--- src/rtl/chanel_result_packer.sv ---
// Gathers one rounded result per channel into a frame, buffers frames in a small FIFO,
// and streams them out word by word (channel 0 first) on a valid/ready interface.

module chanel_result_packer_lane #(
    parameter int WIDTH = 32
) (
    input  logic             clk,
    input  logic             rst,
    input  logic             vld,
    input  logic             clr,
    input  logic [WIDTH-1:0] data,
    output logic             pending,
    output logic [WIDTH-1:0] word
);
    logic [WIDTH-1:0] hold;

    always_ff @(posedge clk) begin
        if (rst)      pending <= 1'b0;
        else if (clr) pending <= 1'b0;
        else if (vld) pending <= 1'b1;
    end

    always_ff @(posedge clk) begin
        if (vld) hold <= data;
    end

    // A strobe on the completing cycle bypasses the holding register.
    assign word = vld ? data : hold;
endmodule

module chanel_result_packer #(
    parameter int WIDTH   = 32,
    parameter int C       = 4,
    parameter int DEPTH   = 4,
    parameter int FRAME_W = 8,
    parameter int DROP_W  = 16
) (
    input  logic                   clk,
    input  logic                   rst,
    input  logic [C-1:0]           i_vld,
    input  logic [C*WIDTH-1:0]     i_data,
    output logic                   o_valid,
    input  logic                   o_ready,
    output logic [WIDTH-1:0]       o_data,
    output logic [$clog2(C)-1:0]   o_chan,
    output logic                   o_last,
    output logic [FRAME_W-1:0]     o_frame,
    output logic                   o_overrun,
    output logic [DROP_W-1:0]      o_drop_cnt
);
    localparam int CW = $clog2(C);
    localparam int AW = $clog2(DEPTH);
    localparam logic [CW-1:0] LAST_IDX = CW'(C - 1);
    localparam logic [AW:0]   FULL_CNT = (AW + 1)'(DEPTH);

    typedef struct packed {
        logic [FRAME_W-1:0]          seq;
        logic [C-1:0][WIDTH-1:0]     data;
    } frame_t;

    logic [C-1:0]            pending;
    logic [C-1:0][WIDTH-1:0] words;
    logic                    complete;

    for (genvar k = 0; k < C; k++) begin : g_lane
        chanel_result_packer_lane #(.WIDTH(WIDTH)) u_lane (
            .clk     (clk),
            .rst     (rst),
            .vld     (i_vld[k]),
            .clr     (complete),
            .data    (i_data[k*WIDTH +: WIDTH]),
            .pending (pending[k]),
            .word    (words[k])
        );
    end

    assign complete = &(pending | i_vld);

    frame_t             mem [DEPTH];
    frame_t             head;
    logic [AW:0]        wr_ptr, rd_ptr, count;
    logic [CW-1:0]      idx;
    logic [FRAME_W-1:0] frame_cnt;
    logic               xfer, pop, push, drop;

    assign count = wr_ptr - rd_ptr;
    assign head  = mem[rd_ptr[AW-1:0]];

    assign o_valid = (count != '0);
    assign o_data  = head.data[idx];
    assign o_chan  = idx;
    assign o_last  = o_valid && (idx == LAST_IDX);
    assign o_frame = head.seq;

    // Occupancy is judged after this cycle's pop, so a full FIFO that is
    // releasing its head can still take a new frame.
    assign xfer = o_valid && o_ready;
    assign pop  = xfer && (idx == LAST_IDX);
    assign push = complete && ((count != FULL_CNT) || pop);
    assign drop = complete && !push;

    always_ff @(posedge clk) begin
        if (rst) begin
            wr_ptr     <= '0;
            rd_ptr     <= '0;
            idx        <= '0;
            frame_cnt  <= '0;
            o_overrun  <= 1'b0;
            o_drop_cnt <= '0;
        end else begin
            if (push) wr_ptr <= wr_ptr + 1'b1;
            if (pop)  rd_ptr <= rd_ptr + 1'b1;
            if (xfer) idx <= (idx == LAST_IDX) ? '0 : idx + 1'b1;
            if (complete) frame_cnt <= frame_cnt + 1'b1;
            if (|(i_vld & pending)) o_overrun <= 1'b1;
            if (drop && (o_drop_cnt != '1)) o_drop_cnt <= o_drop_cnt + 1'b1;
        end
    end

    always_ff @(posedge clk) begin
        if (push) mem[wr_ptr[AW-1:0]] <= '{seq: frame_cnt, data: words};
    end
endmodule
--- config.mk ---
export PLATFORM = sky130hd
export DESIGN_NAME = chanel_result_packer
export DESIGN_NICKNAME = d
export VERILOG_FILES = /design/src/rtl/chanel_result_packer.sv
export SDC_FILE = /design/constraint.sdc
export NUM_CORES = 1
export LEC_CHECK = 0
export CAP_MARGIN = 0
export CORE_AREA = 2 2 260 262
export CTS_CLUSTER_SIZE = 12
export DETAILED_ROUTE_END_ITERATION = 12
export DIE_AREA = 0 0 262 264
export PLACE_DENSITY_LB_ADDON = 0.05
export SKIP_LAST_GASP = 1
export SYNTH_ARGS = -nofsm -noshare
export SYNTH_HDL_FRONTEND = slang
export SYNTH_SLANG_ARGS = --single-unit
--- constraint.sdc ---
create_clock -name clk -period 7.55 [get_ports clk]
set_clock_uncertainty 0.05 [all_clocks]
set_input_delay 1.51 -clock clk [delete_from_list [all_inputs] [get_ports clk]]
set_output_delay 1.51 -clock clk [all_outputs]
set_load 0.01 [all_outputs]
==> results.sh, run 1 <==
export IMPL_timing_rr_end="mem[1][23]"
export IMPL_ir_drop_uv=154.1
export IMPL_wl_per_cell_um=23.65
export IMPL_cts_root_buffer="clkbuf_16"
export IMPL_p_clk_frac=0.411
export IMPL_cts_hold_buf=0
export IMPL_grt_ovfl_total=0
export IMPL_fin_crit_sh=0.6969
export IMPL_final_area_um2=31590
export IMPL_ant_nets=0
export IMPL_cts_buffer_depth=3
export IMPL_final_cells=2400
export IMPL_status="completed"
export IMPL_fill_cells=5617
export IMPL_max_cap_violations=0
export IMPL_multi_input_area_um2=6276
export IMPL_synth_net_count=1373
export IMPL_final_min_clock_period_ps=5262
export IMPL_ys_flop_type="edfxtp_1"
export IMPL_grt_pass1_wl_um=85090
export IMPL_ys_seq_area_frac=0.7501
export IMPL_tritoncts="done"
export IMPL_hpwlAfterDp_um=32660
export IMPL_rrSetupSlack_ps=4040
export IMPL_dr_pass1_iters=6
export IMPL_syn_avg_cell_area_um2=21.36
export IMPL_endpoint_kind="output port"
export IMPL_die_y_um=264
export IMPL_cts_resized=0
export IMPL_num_vias=12309
export IMPL_pin_count=196
export IMPL_grt_pass1_vias=13339
export IMPL_via_per_inst=5.129
export IMPL_cp_arrival_ps=3700
export IMPL_slew_headroom=0.3148
export IMPL_synth_edf_count=544
export IMPL_track_usage=0.1675
export IMPL_antenna_found_initial=1
export IMPL_finalNetCount=1612
export IMPL_reg2reg_from="o_chan[1]"
export IMPL_critical_path_max_fanout=40
export IMPL_finalHoldViolCount=0
export IMPL_syn_to_final_growth_pct=20.41
export IMPL_cts_num_sinks=711
export IMPL_start_util=0.3941
export IMPL_insertion_delay_ps=600
export IMPL_yosys_cell_types_count=42
export IMPL_grt_max_degree=137
export IMPL_cts_reportedPaths_clkPinSlew_ps=60
export IMPL_core_area_um2=66560
export IMPL_dp_cells=2263
export IMPL_criticalPathCategory="reg2out"
export IMPL_layout_drive_gt1_share=0.2888
export IMPL_switching_share=0.2040
export IMPL_die_w_um=262
export IMPL_hold_worst_slack_ps=434.7
export IMPL_cts_inserted_buffers=75
export IMPL_port_buffer_count=195
export IMPL_htree_levels=3
export IMPL_critical_path_required_ps=5990
export IMPL_synth_top_area_frac=0.6227
export IMPL_diodes=0
export IMPL_regArea_um2=19690
export IMPL_hold_class="reg2reg"
export IMPL_tightest_slew_ps=1028
export IMPL_post_cts_setup_buffers=0
export IMPL_crit_path_start_kind="flop"
export IMPL_setup_viol=0
export IMPL_final_core_util=0.4746
export IMPL_async_flop_share=0
export IMPL_die_area_um2=69170
export IMPL_placed_area_um2=29280
export IMPL_yosysTopAreaCell="edfxtp_1"
export IMPL_finalWirelength_um=56760
export IMPL_syn_cell_area_um2=26240
export IMPL_ys_seq_elements=711
export IMPL_synth_area_top_cells="edfxtp_1, mux4_2, dfxtp_1"
export IMPL_reg2reg_depth=5
export IMPL_drtIter0Drc=569
export IMPL_min_to="o_chan[0]"
export IMPL_p_leak_uw=0.01004
export IMPL_p_per_area_nw_per_um2=265.1
export IMPL_netlist_instances=1228
export IMPL_power_frac_comb=0.059
export IMPL_intPower_uw=6667
export IMPL_holdCritStartpoint="o_chan[0]"
export IMPL_fmax_ghz=0.1900
export IMPL_rows=95
export IMPL_yosysWarnings=0
export IMPL_switchingPower_uw=1709
export IMPL_seqPwrFrac=0.530
export IMPL_gp_congestion=0.6943
export IMPL_slew_violations=0
export IMPL_rsz0062_at_grt="false"
export IMPL_drt_drc_violations_left=0
export IMPL_holdPathStages=2
export IMPL_fin_setup_tns_ps=0
[per-layer routing]
layer	vias up	track usage	wire, µm
li1	5517	-	-
met1	6505	0.2208	24220
met2	225	0.2857	29030
met3	62	0.03205	2742
met4	0	0.04107	771
met5	-	0	0
[registers in the layout, summed over array words and instances (netlist names), named ones only]
signal and flops:
mem 544, g_lane.u_lane.hold 128, o_drop_cnt 16, frame_cnt 8, g_lane.u_lane.pending 4, rd_ptr 3, wr_ptr 3, o_chan 2
o_overrun 1
[layout by cell type (no fill, tap or decap), types with 6 or more instances in the layout]
cell type,Yosys,routed
mux2_2,128,128
clkbuf_8,0,10
nand4_1,6,6
clkbuf_16,0,79
clkbuf_1,17,32
mux4_2,168,168
nand2_1,13,13
o21ai_0,9,9
or4_1,6,6
buf_4,4,21
a21oi_1,18,18
xor2_1,11,11
clkdlybuf4s50_1,0,191
edfxtp_1,544,544
ha_1,10,10
clkinv_2,0,11
nand3_1,8,8
o31ai_1,6,6
nor2_1,22,22
dfxtp_1,167,163
or3_1,9,9
[metrics by stage]
| stage | setup slack [ps] | total power (µW) |
|---|---|---|
| after floorplan | 1390 | 4782 |
| after global placement | 2692 | 5021 |
| after detailed placement | 2698 | 5032 |
| after CTS | 2105 | 8517 |
| after global routing | 1996 | 8720 |
| final | 2288 | 8376 |
[synthesized netlist by cell type (3+ instances only)]
cell	count
a21oi_1	18
and2_1	5
buf_1	20
buf_2	17
buf_4	4
clkbuf_1	17
dfxtp_1	167
edfxtp_1	544
ha_1	10
inv_1	6
mux2_2	128
mux2i_1	4
mux4_2	168
nand2_1	13
nand3_1	8
nand4_1	6
nor2_1	22
nor3_1	5
o21ai_0	9
o31ai_1	6
or3_1	9
or4_1	6
xnor2_1	3
xor2_1	11
[worst max-delay path, cell delays in order (launching register included)]
cell and delay, ps:
dfxtp_4 950, buf_4 550, mux4_2 560, mux4_2 530, clkdlybuf4s50_1 510
[cell families after synthesis]
family,share of synthesized area
AND/OR/NAND/NOR,0.01598
flip-flops,0.7501
adder cells (fa/ha/maj),0.004769
multiplexers,0.2007
XOR/XNOR,0.005723
buffers and inverters,0.01097
AO/OA/AOI/OAI,0.01178
[cell type report]
cell class              count  share of cell area
inverters                   6           0.0008714
clock buffers             121             0.07074
repair buffers            221             0.06931
well taps                 873             0.03458
flip-flops and latches    711              0.6233
multi-input cells         452              0.1987
clock inverters            16            0.002495
[power by group through the flow]
stage                     logic (µW)  registers [µW]  clock network, µW
after floorplan                  262            4520                  0
after global placement           502            4520                  0
after detailed placement         508            4520                  0
after CTS                        511            4440               3570
after global routing             538            4450               3730
final                            494            4440               3440
[worst max-delay path by stage]
stage	from	end	slack [ps]	depth (start not counted)
after floorplan	i_vld[1]	mem[0][0]	1390	5
after global placement	i_vld[3]	mem[1][42]	2690	8
after detailed placement	i_vld[3]	mem[1][133]	2700	8
after CTS	flop	o_data[1]	2100	4
after global routing	flop	o_data[1]	2000	4
final	flop	o_data[2]	2290	4
(Power assumes the default switching activity.)
==> run 2: changes to the inputs <==
==> constraint.sdc (replaced) <==
create_clock -name clk -period 4.6 [get_ports clk]
set_clock_uncertainty 0.05 [all_clocks]
set_input_delay 0.92 -clock clk [delete_from_list [all_inputs] [get_ports clk]]
set_output_delay 0.92 -clock clk [all_outputs]
set_load 0.01 [all_outputs]
==> run 2 against run 1 <==
Effect of this change: cell area up 1.3%; register-to-register slack worse by 2400 ps; first-iteration DRC count up 22%; total power up 69%; hold slack better by 24 ps; count of clock-buffer cells in the layout up 3; core utilization up 0.63 points; critical path depth unchanged; sequential power up 64%; sequential share of layout area down 0.81 points; flip-flop and latch count unchanged; largest cell class unchanged.
==> results.sh, run 2 (synthesis results as in run 1) <==
export IMPL_grt_pass1_vias=13324
export IMPL_tightest_slew_ps=810.9
export IMPL_setup_slack_ps=436.2
export IMPL_crit_path_top_delay_cell="dfxtp_4"
export IMPL_cp_top_family="multiplexers"
export IMPL_max_cap_violations=0
export IMPL_rsz0062_at_grt="false"
export IMPL_via_per_inst=5.171
export IMPL_dp_cells=2269
export IMPL_timing_rr_end="mem[0][52]"
export IMPL_endpoint_kind="output port"
export IMPL_p_per_area_nw_per_um2=443.1
export IMPL_cts_hold_buf=0
export IMPL_tritoncts="done"
export IMPL_largest_reg_flops=544
export IMPL_min_to="o_drop_cnt[4]"
export IMPL_rows=95
export IMPL_syn_to_final_growth_pct=22.00
export IMPL_setup_viol=0
export IMPL_criticalPathCategory="reg2out"
export IMPL_grt_max_degree=99
export IMPL_core_area_um2=66560
export IMPL_cts_buffer_depth=3
export IMPL_worstPathCellList="buf_12, mux4_2, mux4_2, clkdlybuf4s50_1"
export IMPL_pin_count=196
export IMPL_dr_pass1_iters=5
export IMPL_antenna_found_initial=9
export IMPL_mostFrequentLayoutCells="edfxtp_1, clkdlybuf4s50_1, mux4_2"
export IMPL_fin_crit_sh=0.9052
export IMPL_wl_per_cell_um=23.79
export IMPL_htree_levels=3
export IMPL_layout_commonest_cell="edfxtp_1"
export IMPL_final_core_util=0.4808
export IMPL_grt_pass1_wl_um=85530
export IMPL_start_util=0.3941
export IMPL_worst_path_most_repeated_cell="mux4_2"
export IMPL_ant_nets=0
export IMPL_dp_slack_ps=999.8
export IMPL_holdPathStages=2
export IMPL_track_usage=0.1691
export IMPL_cp_arrival_ps=3190
export IMPL_critPathMaxStageDelay_ps=680
export IMPL_cts_resized=0
export IMPL_reg2reg_from="o_chan[1]"
export IMPL_slew_headroom=0.4594
export IMPL_fmax_ghz=0.2402
export IMPL_crit_buf_inv=2
export IMPL_cts_root_buffer="clkbuf_16"
export IMPL_status="completed"
export IMPL_layout_drive_gt1_share=0.2950
export IMPL_port_buffer_count=195
export IMPL_ir_drop_uv=245.5
export IMPL_fill_cells=5513
export IMPL_gp_congestion=0.6873
export IMPL_final_min_clock_period_ps=4164
export IMPL_final_cells=2412
export IMPL_reg2reg_depth=5
export IMPL_slew_violations=0
export IMPL_hpwlAfterDp_um=32940
export IMPL_num_vias=12473
export IMPL_hold_class="reg2reg"
export IMPL_drt_drc_violations_left=0
export IMPL_diodes=0
export IMPL_finalHoldViolCount=0
export IMPL_critical_path_max_fanout=28
export IMPL_finalWirelength_um=57380
export IMPL_die_y_um=264
export IMPL_die_area_um2=69170
export IMPL_cts_reportedPaths_clkPinSlew_ps=60
export IMPL_die_w_um=262
export IMPL_cts_num_sinks=711
export IMPL_holdCritStartpoint="o_drop_cnt[4]"
export IMPL_finalNetCount=1621
export IMPL_drtIter0Drc=692
export IMPL_critical_path_required_ps=3630
export IMPL_rrSetupSlack_ps=1620
export IMPL_fin_setup_tns_ps=0
export IMPL_insertion_delay_ps=600
export IMPL_post_cts_setup_buffers=0
export IMPL_p_leak_uw=0.01019
export IMPL_crit_path_start_kind="flop"
export IMPL_grt_ovfl_total=0
export IMPL_cts_inserted_buffers=78
[run 2: cell types whose count changed in the layout (fill, tap and decap cells not counted), sizes merged]
cell | before | now
buf | 30 | 37
bufinv | 0 | 4
clkinv | 15 | 11
clkbuf | 121 | 124
clkinvlp | 0 | 2
clkdlybuf4s50 | 191 | 190
inv | 7 | 8
[run 2: final cells by class]
| class | instances | area [µm²] | share of cell area |
|---|---|---|---|
| flip-flops and latches | 711 | 19690 | 0.6152 |
| repair buffers | 227 | 2405 | 0.07513 |
| well taps | 873 | 1092 | 0.03413 |
| inverters | 6 | 26.28 | 0.0008209 |
| multi-input cells | 452 | 6276 | 0.1961 |
| clock inverters | 19 | 216.5 | 0.006763 |
| clock buffers | 124 | 2300 | 0.07185 |
[run 2: how the worst max path moves through the flow]
stage	endpoint	slack [ps]	cells past startpoint
after floorplan	mem[3][0]	340	5
after global placement	o_data[18]	1000	4
after detailed placement	o_data[28]	1000	4
after CTS	o_data[28]	340	4
after global routing	o_data[19]	260	4
final	o_data[19]	440	4
[run 2: per-layer routing]
metal  vias to the layer above  wire length (µm)  GRT usage
met2                       240             29310     0.2870
met1                      6575             24020     0.2190
met3                       101              2770    0.04001
met4                        14              1195    0.04184
li1                       5543                 -          -
met5                         -                86          0
[run 2: report_power, final]
group          leakage (µW)  switching [µW]  internal (µW)
combinational       0.00265             412            399
clock               0.00122            2430           3660
sequential          0.00631            56.7           7230
[run 2: metrics by stage]
stage                     area [µm²]  total power (µW)  hold slack, ps
after floorplan                26240              7839           429.0
after global placement         29490              8238           433.9
after detailed placement       29490              8259           446.6
after CTS                      32010             14410           460.1
after global routing           32010             14700           479.7
final                          32010             14180           458.2
[run 2: worst register-to-register path, delay by kind of cell, from the launching register on]
kind / cells / cell delay, ps
compound gates: 2 / 480
fa+ha+maj: 1 / 390
buf+inv: 1 / 510
flops: 1 / 720
simple gates: 1 / 410
==> run 3: changes to the inputs <==
--- a/config.mk
+++ b/config.mk
@@ -6,10 +6,10 @@
 export NUM_CORES = 1
 export LEC_CHECK = 0
 export CAP_MARGIN = 0
-export CORE_AREA = 2 2 260 262
+export CORE_AREA = 2 2 228 230
 export CTS_CLUSTER_SIZE = 12
 export DETAILED_ROUTE_END_ITERATION = 12
-export DIE_AREA = 0 0 262 264
+export DIE_AREA = 0 0 230 232
 export PLACE_DENSITY_LB_ADDON = 0.05
 export SKIP_LAST_GASP = 1
 export SYNTH_ARGS = -nofsm -noshare
==> run 3 against run 2 <==
Effect of this change: setup slack improved by 42 ps; total power decreased by 3.3%; die area fell by 23%; flip-flop and latch count unchanged; count of clock-buffer cells in the layout decreased by 1; via count shrank 0.58%; sequential share of layout area up 1.2 points; final cell count decreased by 8.7%; combinational power fell by 2.6%; clock power decreased by 7.7%; register-to-register slack got worse by 160 ps; highest routed layer unchanged.
==> results.sh, run 3 (synthesis results as in run 1) <==
export IMPL_cts_buffer_depth=3
export IMPL_max_cap_violations=0
export IMPL_setup_slack_ps=478.0
export IMPL_status="completed"
export IMPL_syn_to_final_growth_pct=19.60
export IMPL_multi_input_area_um2=6276
export IMPL_p_per_area_nw_per_um2=436.9
export IMPL_worstPathCellList="buf_12, mux4_2, mux4_2, clkdlybuf4s50_1"
export IMPL_drtIter0Drc=832
export IMPL_cp_arrival_ps=3150
export IMPL_endpoint_kind="output port"
export IMPL_htree_levels=3
export IMPL_mostFrequentLayoutCells="edfxtp_1, clkdlybuf4s50_1, mux4_2"
export IMPL_ir_drop_uv=295.3
export IMPL_cp_top_family="multiplexers"
export IMPL_drt_drc_violations_left=0
export IMPL_grt_ovfl_total=0
export IMPL_cts_root_buffer="clkbuf_16"
export IMPL_cts_reportedPaths_clkPinSlew_ps=60
export IMPL_fmax_ghz=0.2426
export IMPL_final_min_clock_period_ps=4122
export IMPL_cts_resized=0
export IMPL_diodes=0
export IMPL_die_y_um=232
export IMPL_die_area_um2=53360
export IMPL_cts_num_sinks=711
export IMPL_rows=83
export IMPL_critical_path_required_ps=3630
export IMPL_hpwlAfterDp_um=29550
export IMPL_crit_path_top_delay_cell="mux4_2"
export IMPL_p_leak_uw=0.009998
export IMPL_grt_pass1_wl_um=79060
export IMPL_fin_crit_sh=0.8961
export IMPL_finalNetCount=1606
export IMPL_finalWirelength_um=52590
export IMPL_grt_max_degree=137
export IMPL_hold_worst_slack_ps=464.0
export IMPL_slew_violations=0
export IMPL_core_area_um2=50890
export IMPL_die_w_um=230
export IMPL_fin_setup_tns_ps=0
export IMPL_cts_inserted_buffers=73
export IMPL_antenna_found_initial=2
export IMPL_criticalPathCategory="reg2out"
export IMPL_placed_area_um2=29090
export IMPL_port_buffer_count=195
export IMPL_grt_pass1_vias=12819
export IMPL_dp_slack_ps=1029
export IMPL_crit_buf_inv=2
export IMPL_finalHoldViolCount=0
export IMPL_via_per_inst=5.634
export IMPL_largest_reg_flops=544
export IMPL_wl_per_cell_um=23.90
export IMPL_critPathMaxStageDelay_ps=580
export IMPL_gp_congestion=0.7411
export IMPL_pin_count=196
export IMPL_regArea_um2=19690
export IMPL_tritoncts="done"
export IMPL_num_vias=12401
export IMPL_slew_headroom=0.3780
export IMPL_worst_path_most_repeated_cell="mux4_2"
export IMPL_rsz0062_at_grt="false"
export IMPL_insertion_delay_ps=590
export IMPL_cts_hold_buf=0
export IMPL_crit_path_start_kind="flop"
export IMPL_hold_class="reg2reg"
export IMPL_dr_pass1_iters=4
export IMPL_track_usage=0.2009
export IMPL_start_util=0.5156
export IMPL_critical_path_max_fanout=58
export IMPL_layout_drive_gt1_share=0.2821
export IMPL_post_cts_setup_buffers=0
export IMPL_final_core_util=0.6166
export IMPL_layout_commonest_cell="edfxtp_1"
export IMPL_fill_cells=3665
export IMPL_setup_viol=0
export IMPL_tightest_slew_ps=933.0
export IMPL_ant_nets=0
export IMPL_final_area_um2=31380
run 3: cell types whose count changed in the layout (fill, tap and decap cells not counted), sizes merged:
| cell | before | now |
|---|---|---|
| inv | 8 | 7 |
| clkdlybuf4s50 | 190 | 191 |
| clkbuf | 124 | 123 |
| buf | 37 | 26 |
| bufinv | 4 | 2 |
| clkinv | 11 | 8 |
| clkinvlp | 2 | 1 |
run 3: per-stage QoR:
step,cells,power (µW)
2_1_floorplan,1228,7839
5_1_grt,2201,14200
3_5_place_dp,2066,8237
6_report,2201,13710
3_3_place_gp,2066,8211
4_1_cts,2201,13870
run 3: cell type report:
class                           count  area share
Sequential cell                   711      0.6276
Multi-Input combinational cell    452      0.2000
Timing Repair Buffer              217     0.07162
Clock buffer                      123     0.06914
Tap cell                          680     0.02712
Clock inverter                     12    0.003629
Inverter                            6   0.0008374
run 3: path summary, 6_finish.rpt:
check                                              start                  endpoint  slack (ps)  depth (start not counted)
worst max-delay path                                flop                o_data[11]         480                          4
worst min-delay path            g_lane[2].u_lane.hold[1]  g_lane[2].u_lane.hold[1]         460                          1
worst max register to register                 o_chan[1]               mem[1][118]        1460                          5
worst min register to register  g_lane[2].u_lane.hold[1]  g_lane[2].u_lane.hold[1]         460                          1
run 3: power by group:
group          leakage (µW)  internal, µW  total (µW)  switching [µW]
Sequential          0.00631          7230        7290            67.2
Combinational       0.00258           395         790             395
Clock               0.00111          3320        5620            2300
Total                0.0100         10900       13700            2760
run 3: layer usage:
metal	global-route usage	wire, µm	up-vias
li1	-	-	5504
met1	0.2872	23770	6554
met2	0.3184	25420	270
met3	0.03991	2539	69
met4	0.05726	835	4
met5	0	30	-
